`config.mk`:
```
export PLATFORM = sky130hd
export DESIGN_NAME = spm_responder
export DESIGN_NICKNAME = d
export VERILOG_FILES = /design/src/rtl/spm_responder.sv
export SDC_FILE = /design/constraint.sdc
export NUM_CORES = 2
export LEC_CHECK = 0
export CAP_MARGIN = 20
export CORE_ASPECT_RATIO = 0.5
export CORE_MARGIN = 3
export CORE_UTILIZATION = 55
export DETAILED_ROUTE_END_ITERATION = 10
export PLACE_DENSITY = 0.81
export REMOVE_ABC_BUFFERS = 1
export SLEW_MARGIN = 10
export SYNTH_ARGS = -nofsm -noshare
export SYNTH_HDL_FRONTEND = slang
export SYNTH_SLANG_ARGS = --single-unit
```
`constraint.sdc`:
```
create_clock -name i_clk -period 5.9 [get_ports i_clk]
set_clock_uncertainty 0.15 [all_clocks]
set_input_delay 1.77 -clock i_clk [delete_from_list [all_inputs] [get_ports i_clk]]
set_output_delay 1.77 -clock i_clk [all_outputs]
set_load 0.02 [all_outputs]
```
`src/rtl/spm_responder.sv`:
```
// spm_responder: single-port memory plus 8-bit control/status registers.
// Optional feature macro SPM_WR_PROTECT_EN implements CTRL.WP protection.
module spm_responder #(
    parameter int DATA_WIDTH = 8,
    parameter int ADDR_WIDTH = 8
) (
    input  logic                  i_clk,
    input  logic                  i_rst,
    input  logic                  i_wr_en,
    input  logic                  i_rd_en,
    input  logic [ADDR_WIDTH-1:0] i_address,
    input  logic [DATA_WIDTH-1:0] i_wr_data,
    output logic [DATA_WIDTH-1:0] o_rd_data,
    input  logic [ADDR_WIDTH-1:0] i_reg_addr,
    input  logic                  i_reg_access_valid,
    input  logic                  i_reg_wr_rd,
    input  logic [7:0]            i_reg_wr_data,
    output logic                  o_reg_rd_data_valid,
    output logic [7:0]            o_reg_rd_data
);

    localparam int DEPTH = 2 ** ADDR_WIDTH;

    localparam logic [ADDR_WIDTH-1:0] A_CTRL = ADDR_WIDTH'(0);
    localparam logic [ADDR_WIDTH-1:0] A_STAT = ADDR_WIDTH'(1);
    localparam logic [ADDR_WIDTH-1:0] A_WCNT = ADDR_WIDTH'(2);
    localparam logic [ADDR_WIDTH-1:0] A_RCNT = ADDR_WIDTH'(3);
    localparam logic [ADDR_WIDTH-1:0] A_SCR  = ADDR_WIDTH'(4);
    localparam logic [ADDR_WIDTH-1:0] A_LAST = ADDR_WIDTH'(5);

    typedef enum logic {
        S_IDLE,
        S_RESP
    } state_t;

    state_t r_state;
    state_t w_state_nxt;

    logic [DATA_WIDTH-1:0] r_mem [DEPTH];

    logic       r_en;
    logic       r_coll;
    logic       r_ovr;
    logic [7:0] r_wr_cnt;
    logic [7:0] r_rd_cnt;
    logic [7:0] r_scratch;
    logic [7:0] r_last_addr;
    logic [7:0] r_cap;

    logic       w_wp;
    logic       w_wpv;

    logic       w_reg_wr;
    logic       w_reg_cap;
    logic       w_reg_resp;
    logic       w_ovr_set;
    logic [7:0] w_reg_mux;

    logic w_sel_ctrl;
    logic w_sel_stat;
    logic w_sel_wcnt;
    logic w_sel_rcnt;
    logic w_sel_scr;
    logic w_sel_last;

    logic w_mem_req_wr;
    logic w_mem_wr;
    logic w_mem_rd;
    logic w_coll_set;
    logic w_wpv_set;
    logic w_clr_coll;
    logic w_clr_ovr;
    logic w_clr_wpv;

    assign w_sel_ctrl = (i_reg_addr == A_CTRL);
    assign w_sel_stat = (i_reg_addr == A_STAT);
    assign w_sel_wcnt = (i_reg_addr == A_WCNT);
    assign w_sel_rcnt = (i_reg_addr == A_RCNT);
    assign w_sel_scr  = (i_reg_addr == A_SCR);
    assign w_sel_last = (i_reg_addr == A_LAST);

    // A simultaneous write wins over the read; the read is dropped.
    assign w_mem_req_wr = i_wr_en & r_en;
    assign w_mem_wr     = w_mem_req_wr & ~w_wp;
    assign w_mem_rd     = i_rd_en & r_en & ~i_wr_en;
    assign w_coll_set   = i_rd_en & i_wr_en & r_en;
    assign w_wpv_set    = w_mem_req_wr & w_wp;

    assign w_clr_coll = w_reg_wr & w_sel_stat & i_reg_wr_data[0];
    assign w_clr_ovr  = w_reg_wr & w_sel_stat & i_reg_wr_data[1];
    assign w_clr_wpv  = w_reg_wr & w_sel_stat & i_reg_wr_data[2];

`ifdef SPM_WR_PROTECT_EN
    logic r_wp;
    logic r_wpv;

    assign w_wp  = r_wp;
    assign w_wpv = r_wpv;

    // Write-protect bit and its sticky violation flag.
    always_ff @(posedge i_clk or posedge i_rst) begin
        if (i_rst) begin
            r_wp  <= 1'b0;
            r_wpv <= 1'b0;
        end else begin
            if (w_reg_wr && w_sel_ctrl) begin
                r_wp <= i_reg_wr_data[1];
            end
            r_wpv <= w_wpv_set | (r_wpv & ~w_clr_wpv);
        end
    end
`else
    assign w_wp  = 1'b0;
    assign w_wpv = 1'b0;
`endif

    // Register FSM state.
    always_ff @(posedge i_clk or posedge i_rst) begin
        if (i_rst) begin
            r_state <= S_IDLE;
        end else begin
            r_state <= w_state_nxt;
        end
    end

    // Next state and access qualifiers.
    always_comb begin
        w_state_nxt = r_state;
        w_reg_wr    = 1'b0;
        w_reg_cap   = 1'b0;
        w_reg_resp  = 1'b0;
        w_ovr_set   = 1'b0;
        unique case (r_state)
            S_IDLE: begin
                if (i_reg_access_valid) begin
                    if (i_reg_wr_rd) begin
                        w_reg_cap   = 1'b1;
                        w_state_nxt = S_RESP;
                    end else begin
                        w_reg_wr = 1'b1;
                    end
                end
            end
            S_RESP: begin
                w_reg_resp  = 1'b1;
                w_ovr_set   = i_reg_access_valid;
                w_state_nxt = S_IDLE;
            end
        endcase
    end

    // Register read mux; unmapped addresses read zero.
    always_comb begin
        w_reg_mux = 8'h00;
        unique case (1'b1)
            w_sel_ctrl: w_reg_mux = {6'b0, w_wp, r_en};
            w_sel_stat: w_reg_mux = {5'b0, w_wpv, r_ovr, r_coll};
            w_sel_wcnt: w_reg_mux = r_wr_cnt;
            w_sel_rcnt: w_reg_mux = r_rd_cnt;
            w_sel_scr:  w_reg_mux = r_scratch;
            w_sel_last: w_reg_mux = r_last_addr;
            default:    w_reg_mux = 8'h00;
        endcase
    end

    // Capture read data at request, present it one edge later.
    always_ff @(posedge i_clk or posedge i_rst) begin
        if (i_rst) begin
            r_cap               <= 8'h00;
            o_reg_rd_data_valid <= 1'b0;
            o_reg_rd_data       <= 8'h00;
        end else begin
            if (w_reg_cap) begin
                r_cap <= w_reg_mux;
            end
            o_reg_rd_data_valid <= w_reg_resp;
            if (w_reg_resp) begin
                o_reg_rd_data <= r_cap;
            end
        end
    end

    // Control, status, scratch and address tracking.
    always_ff @(posedge i_clk or posedge i_rst) begin
        if (i_rst) begin
            r_en        <= 1'b1;
            r_coll      <= 1'b0;
            r_ovr       <= 1'b0;
            r_scratch   <= 8'h00;
            r_last_addr <= 8'h00;
        end else begin
            if (w_reg_wr && w_sel_ctrl) begin
                r_en <= i_reg_wr_data[0];
            end
            if (w_reg_wr && w_sel_scr) begin
                r_scratch <= i_reg_wr_data;
            end
            if (w_mem_wr) begin
                r_last_addr <= 8'(i_address);
            end
            r_coll <= w_coll_set | (r_coll & ~w_clr_coll);
            r_ovr  <= w_ovr_set | (r_ovr & ~w_clr_ovr);
        end
    end

    // Saturating access counters; a register write clears them.
    always_ff @(posedge i_clk or posedge i_rst) begin
        if (i_rst) begin
            r_wr_cnt <= 8'h00;
            r_rd_cnt <= 8'h00;
        end else begin
            if (w_reg_wr && w_sel_wcnt) begin
                r_wr_cnt <= 8'h00;
            end else if (w_mem_wr && r_wr_cnt != 8'hFF) begin
                r_wr_cnt <= r_wr_cnt + 8'd1;
            end
            if (w_reg_wr && w_sel_rcnt) begin
                r_rd_cnt <= 8'h00;
            end else if (w_mem_rd && r_rd_cnt != 8'hFF) begin
                r_rd_cnt <= r_rd_cnt + 8'd1;
            end
        end
    end

    // Memory array; contents survive reset.
    always_ff @(posedge i_clk) begin
        if (w_mem_wr) begin
            r_mem[i_address] <= i_wr_data;
        end
    end

    // Registered memory read port, holds when no read executes.
    always_ff @(posedge i_clk or posedge i_rst) begin
        if (i_rst) begin
            o_rd_data <= '0;
        end else if (w_mem_rd) begin
            o_rd_data <= r_mem[i_address];
        end
    end

endmodule

```
Word-level counts from Yosys, hierarchy flattened
Memories as Yosys holds them, arrays and structs flattened. A register that Yosys moved wholly into a read port is not among the register bits.
Cells that the tools add are included.
- equality and inequality tests: 7
- $add $sub $neg: 2
- mux-type cells: 16
- bitwise operators: 16
- reduce and logical (&&, ||, !) cells: 9
- operator list (operator ; number):
    $pmux 8 s6 ; 1
    $mux 8 ; 4
    $add 8x1->8 const B ; 2
    $eq 8x2->1 const B ; 2
    $eq 8x3->1 const B ; 2
    $ne 8x8->1 const B ; 2
    $and 1x1->1 ; 10
    $mux 1 ; 10
    $eq 8x1->1 const B ; 1
    $logic_not 8->1 ; 1
    $logic_and 1x1->1 ; 6
    $not 1->1 ; 4
    $reduce_bool 2->1 ; 2
    $or 1x1->1 ; 2
    $pmux 1 s2 ; 1
- input bits: 38
- memory bits (writable): 2048
- memories: 1
- bits in registers: 53
- memory list (name ; depth ; bits a word ; rd ports ; clocked after memory_dff ; wr ports ; RTL line ; source):
    r_mem ; 256 ; 8 ; 1 ; 1 ; 1 ; 39 ; logic [DATA_WIDTH-1:0] r_mem [DEPTH];

Longest topological paths before layout
- word-level depth: 8
- mapped depth: 13

Worst setup path before layout
No wires, ideal clock.
- path kind: in2reg
- start point: input port i_address[0]
- end point: memory r_mem[152][0] (enable)
- setup slack: 1.453 ns
- required time: 5.367 ns
- stages on the path: 10
- arrival: 3.913 ns
- path buffers: 8
- cell sequence: buf_6 > buf_6 > buf_6 > buf_6 > buf_6 > buf_2 > buf_2 > or2_2 > clkbuf_1 > nor3_1
- RTL lines (element ; RTL line ; source):
    start, declared ; 11 ; input logic [ADDR_WIDTH-1:0] i_address,
    end, declared ; 39 ;
No word-level cell before the write port.

==> Implementation_results.wiki <==
{| class="wikitable"
! Metric !! Value
|-
| TritonCTS buffer count || 175
|-
| Number of levels the H-tree was split into || 4
|-
| Number of hold violations in the final report || 0
|-
| Largest vdd supply drop || 301 uV
|-
| Initial antenna violation count || 13
|-
| Setup repair after global routing missed its margin || no
|-
| Async set or reset register ratio after synthesis || 2.89%
|-
| Post-detailed-route wirelength per cell || 34.6 um
|-
| Leak || 29.2 nW
|-
| Via count of the first global-routing pass || 43,400
|-
| Slowest Stage Delay on Critical Path || 0.89 ns
|-
| Worst hold slack || 0.345 ns
|-
| CP Cell Sequence || buf_8 > buf_4 > buf_4 > mux4_2 > mux2i_1 > o22ai_1 > a2111oi_0 > buf_4 > o21ai_1 > a31oi_1 > o22ai_1
|-
| Maximum number of pins on one net before global-route repair || 173
|-
| Fraction of power consumed by sequential logic || 55.3%
|-
| Setup Viol. Count Final || 0
|-
| Via count of the routed design || 43,600
|-
| Area enclosed by the die boundary || 0.155 mm2
|-
| Commonest register cell after synthesis || edfxtp_1
|-
| Class of the tightest hold or removal check || reg -> reg
|-
| Leading area contributor after synthesis || edfxtp_1
|-
| Outcome || finished, final reports clean
|-
| Signed area change from the synthesized netlist to the final layout || 11.4%
|-
| Setup Crit Path Kind || in -> reg
|-
| Final WL || 215,000 um
|-
| Number of warnings printed during yosys synthesis || 0
|-
| Top Ports || 55
|-
| Clock slew at the register clock pins of the worst setup and hold paths || 0.07 ns
|-
| Length in cells of the worst reg-to-reg path || 4
|-
| Layout cells sized above 1 || 23.8%
|-
| Clock latency at the later pin of the worst-skew pair || 0.82 ns
|-
| Max-slew violation total from the final report || 0
|-
| Hold-critical path depth || 2
|-
| Fraction of the mapped netlist area in adder cells || 0.0303%
|-
| Area of the core || 0.147 mm2
|-
| Transition at the pin with the smallest max-transition slack || 1.27 ns
|-
| Portion of total power attributed to the clock network || 39.5%
|-
| Starting DRT DRC Count || 7,340
|-
| Number of synthesized flops with an enable pin || 2,048
|-
| Largest family of logic cells by synthesized area || multiplexers
|-
| Synth top area share || 74.5%
|-
| Drt pass-1 iters || 8
|-
| Commonest cells after routing, fill and taps aside || 2,048 x edfxtp_1, 498 x mux4_2, 256 x nor2_1
|-
| Tcrit/Tclk final || 91.5%
|-
| Total chip power || 29.7 mW
|-
| Crit path capture type || flip-flop
|-
| Buffers inserted by post-CTS timing repair || 0
|-
| Clk buf depth || 3
|-
| Total GRT Usage || 27.8%
|-
| Top area cells in the synthesized netlist || edfxtp_1 75%, mux4_2 14%, mux2i_1 2.6%, dfrtp_1 1.8%, nor2_1 1.2%
|-
| Combinational Power Share || 5.2%
|-
| Switching portion of total power || 21.3%
|-
| Kind of launch point of the worst setup path || input port
|-
| Mean Syn Cell Area || 21.0 um2
|-
| Std-Cell Rows || 99
|-
| Final layout net count || 4,159
|-
| Power Dens Cells || 324 mW/mm2
|-
| Share of the synthesized area in compound gates (AO/OA/AOI/OAI) || 2.27%
|-
| Yosys cell types || 58
|-
| Proportion of synthesized chip area in sequential cells || 76.4%
|-
| Maximum fanout along the worst path || 63
|-
| Floorplan die width || 554 um
|-
| Global-route wire length before repair || 311,000 um
|-
| Most common cell after layout, fill and taps aside || edfxtp_1
|-
| TritonCTS Sinks || 2,109
|-
| CTS tree || yes
|-
| Quantity of gates resized following cts || 0
|-
| Detailed-route DRC error count || 0
|-
| Net switching power of the design || 6.34 mW
|-
| Cell Area, Synth || 0.0825 mm2
|-
| Effective utilization at floorplan || 56.0%
|-
| Share of cell area taken by muxes after synthesis || 16.5%
|-
| GP Congestion || 0.901
|-
| Synthesized netlist cell count || 3,926
|-
| Post-synthesis share of cell area spent on xor and xnor gates || 0.149%
|-
| CP dominant cell by count || buf_4
|-
| Post-layout minimum cycle time || 5.40 ns
|-
| Quantity of I/O buffers inserted on ports || 54
|-
| Cell Int Power || 23.4 mW
|-
| Simple-Gate Fraction of Synth Area || 3.02%
|-
| # Max-Cap Violations || 0
|-
| Final ANT Viol Nets || 0
|-
| Die height || 280 um
|-
| Clock root buffer || clkbuf_16
|-
| Detail Placement HPWL || 124,000 um
|-
| Layout filler cell count || 9,206
|-
| Worst path slowest cell || a2111oi_0
|-
| Max-slew headroom at the worst pin || 15.6%
|-
| Post-synthesis sequential element count || 2,109
|-
| Overflow left after global routing || 0
|-
| Number of buffers added to fix hold violations after cts || 0
|-
| Arrival time at the worst endpoint || 5.90 ns
|-
| Vias per inst || 7.00
|-
| Endpoint required time on the critical path || 6.40 ns
|-
| Peak Freq || 185 MHz
|}
==> cell usage after synthesis, drive strengths merged, types with 9 or more instances <==
cell type / instances
and3: 21
edfxtp: 2048
or3: 13
mux4: 498
o211ai: 13
a31oi: 20
nor2b: 11
nor2: 257
buf: 148
a221oi: 18
a22oi: 95
o21ai: 9
nor3: 47
xor2: 12
dfrtp: 60
mux2: 24
nand4: 11
nand3: 69
a21oi: 9
a22o: 10
clkbuf: 97
o22ai: 34
mux2i: 215
nand2: 103
==> worst max-delay path, delay by kind of cell <==
kind	cells	cell delay, ns
buffers and inverters	4	1.52
AOI/OAI and AO/OA	5	1.74
muxes	2	0.70
==> worst paths after layout <==
kind / from / endpoint / slack [ns]
max: i_address[0] / o_rd_data[6] / 0.50
min: r_last_addr[5] / r_last_addr[5] / 0.34
max in group asynchronous: i_rst / o_rd_data[6] / 3.41
min in group asynchronous: i_rst / r_scratch[6] / 1.16
min reg2reg: r_last_addr[5] / r_last_addr[5] / 0.34
max reg2reg: r_en / r_mem[80][6] / 2.39
==> registers in the layout (all words and copies together), names as in the netlist <==
name,cells
o_rd_data,8
o_reg_rd_data,8
o_reg_rd_data_valid,1
r_cap,8
r_coll,1
r_en,1
r_last_addr,8
r_mem,2048
r_ovr,1
r_rd_cnt,8
r_scratch,8
r_state,1
r_wr_cnt,8
==> per-stage QoR <==
step / setup TNS (ns) / instances / setup WS, ns / cell area [um2] / util (%)
2_1_floorplan: 0 / 3681 / 0.226 / 81200 / -
3_3_place_gp: -0.0225 / 5905 / -0.0225 / 86100 / 58.4
3_5_place_dp: 0 / 5906 / 0.0513 / 86100 / 58.4
4_1_cts: 0 / 6220 / 0.775 / 91800 / 62.3
5_1_grt: 0 / 6227 / 0.537 / 91900 / 62.3
6_report: 0 / 6228 / 0.502 / 91900 / 62.4
==> power by group through the flow <==
stage | Sequential (mW) | Clock [mW] | Combinational, mW
5_1_grt | 16.4 | 12.3 | 1.60
3_3_place_gp | 16.8 | 0 | 1.43
4_1_cts | 16.5 | 11.8 | 1.51
3_5_place_dp | 16.8 | 0 | 1.48
2_1_floorplan | 16.8 | 0 | 0.613
6_report | 16.5 | 11.7 | 1.55
==> area by class of cell <==
| cell class | instances | area, um2 | share of cell area, % |
|---|---|---|---|
| tap | 1969 | 2460 | 2.68 |
| timing repair buffer | 261 | 2560 | 2.79 |
| multi-input combinational | 1567 | 18200 | 19.8 |
| antenna | 3 | 7.51 | 0.00817 |
| inverter | 5 | 21.3 | 0.0231 |
| sequential | 2109 | 63000 | 68.6 |
| clock inverter | 106 | 1040 | 1.14 |
| clock buffer | 208 | 4610 | 5.01 |
==> routing by layer <==
metal	wire, um	up-vias	global-route usage [%]
li1	-	16700	-
met1	73000	22300	36.6
met2	101000	3870	43.0
met3	29800	685	8.50
met4	12100	6	13.4
met5	40	-	0.332
==> cell families (layout without fill, tap and decap cells) <==
family,after synthesis,in the layout
flops,2109,2109
mux,737,737
buf+inv,250,580
simple gates,562,562
fa+ha+maj,2,2
compound gates,252,252
xor+xnor,14,14
other cells,0,3
No activity file was read; power rests on OpenSTA's default activity.
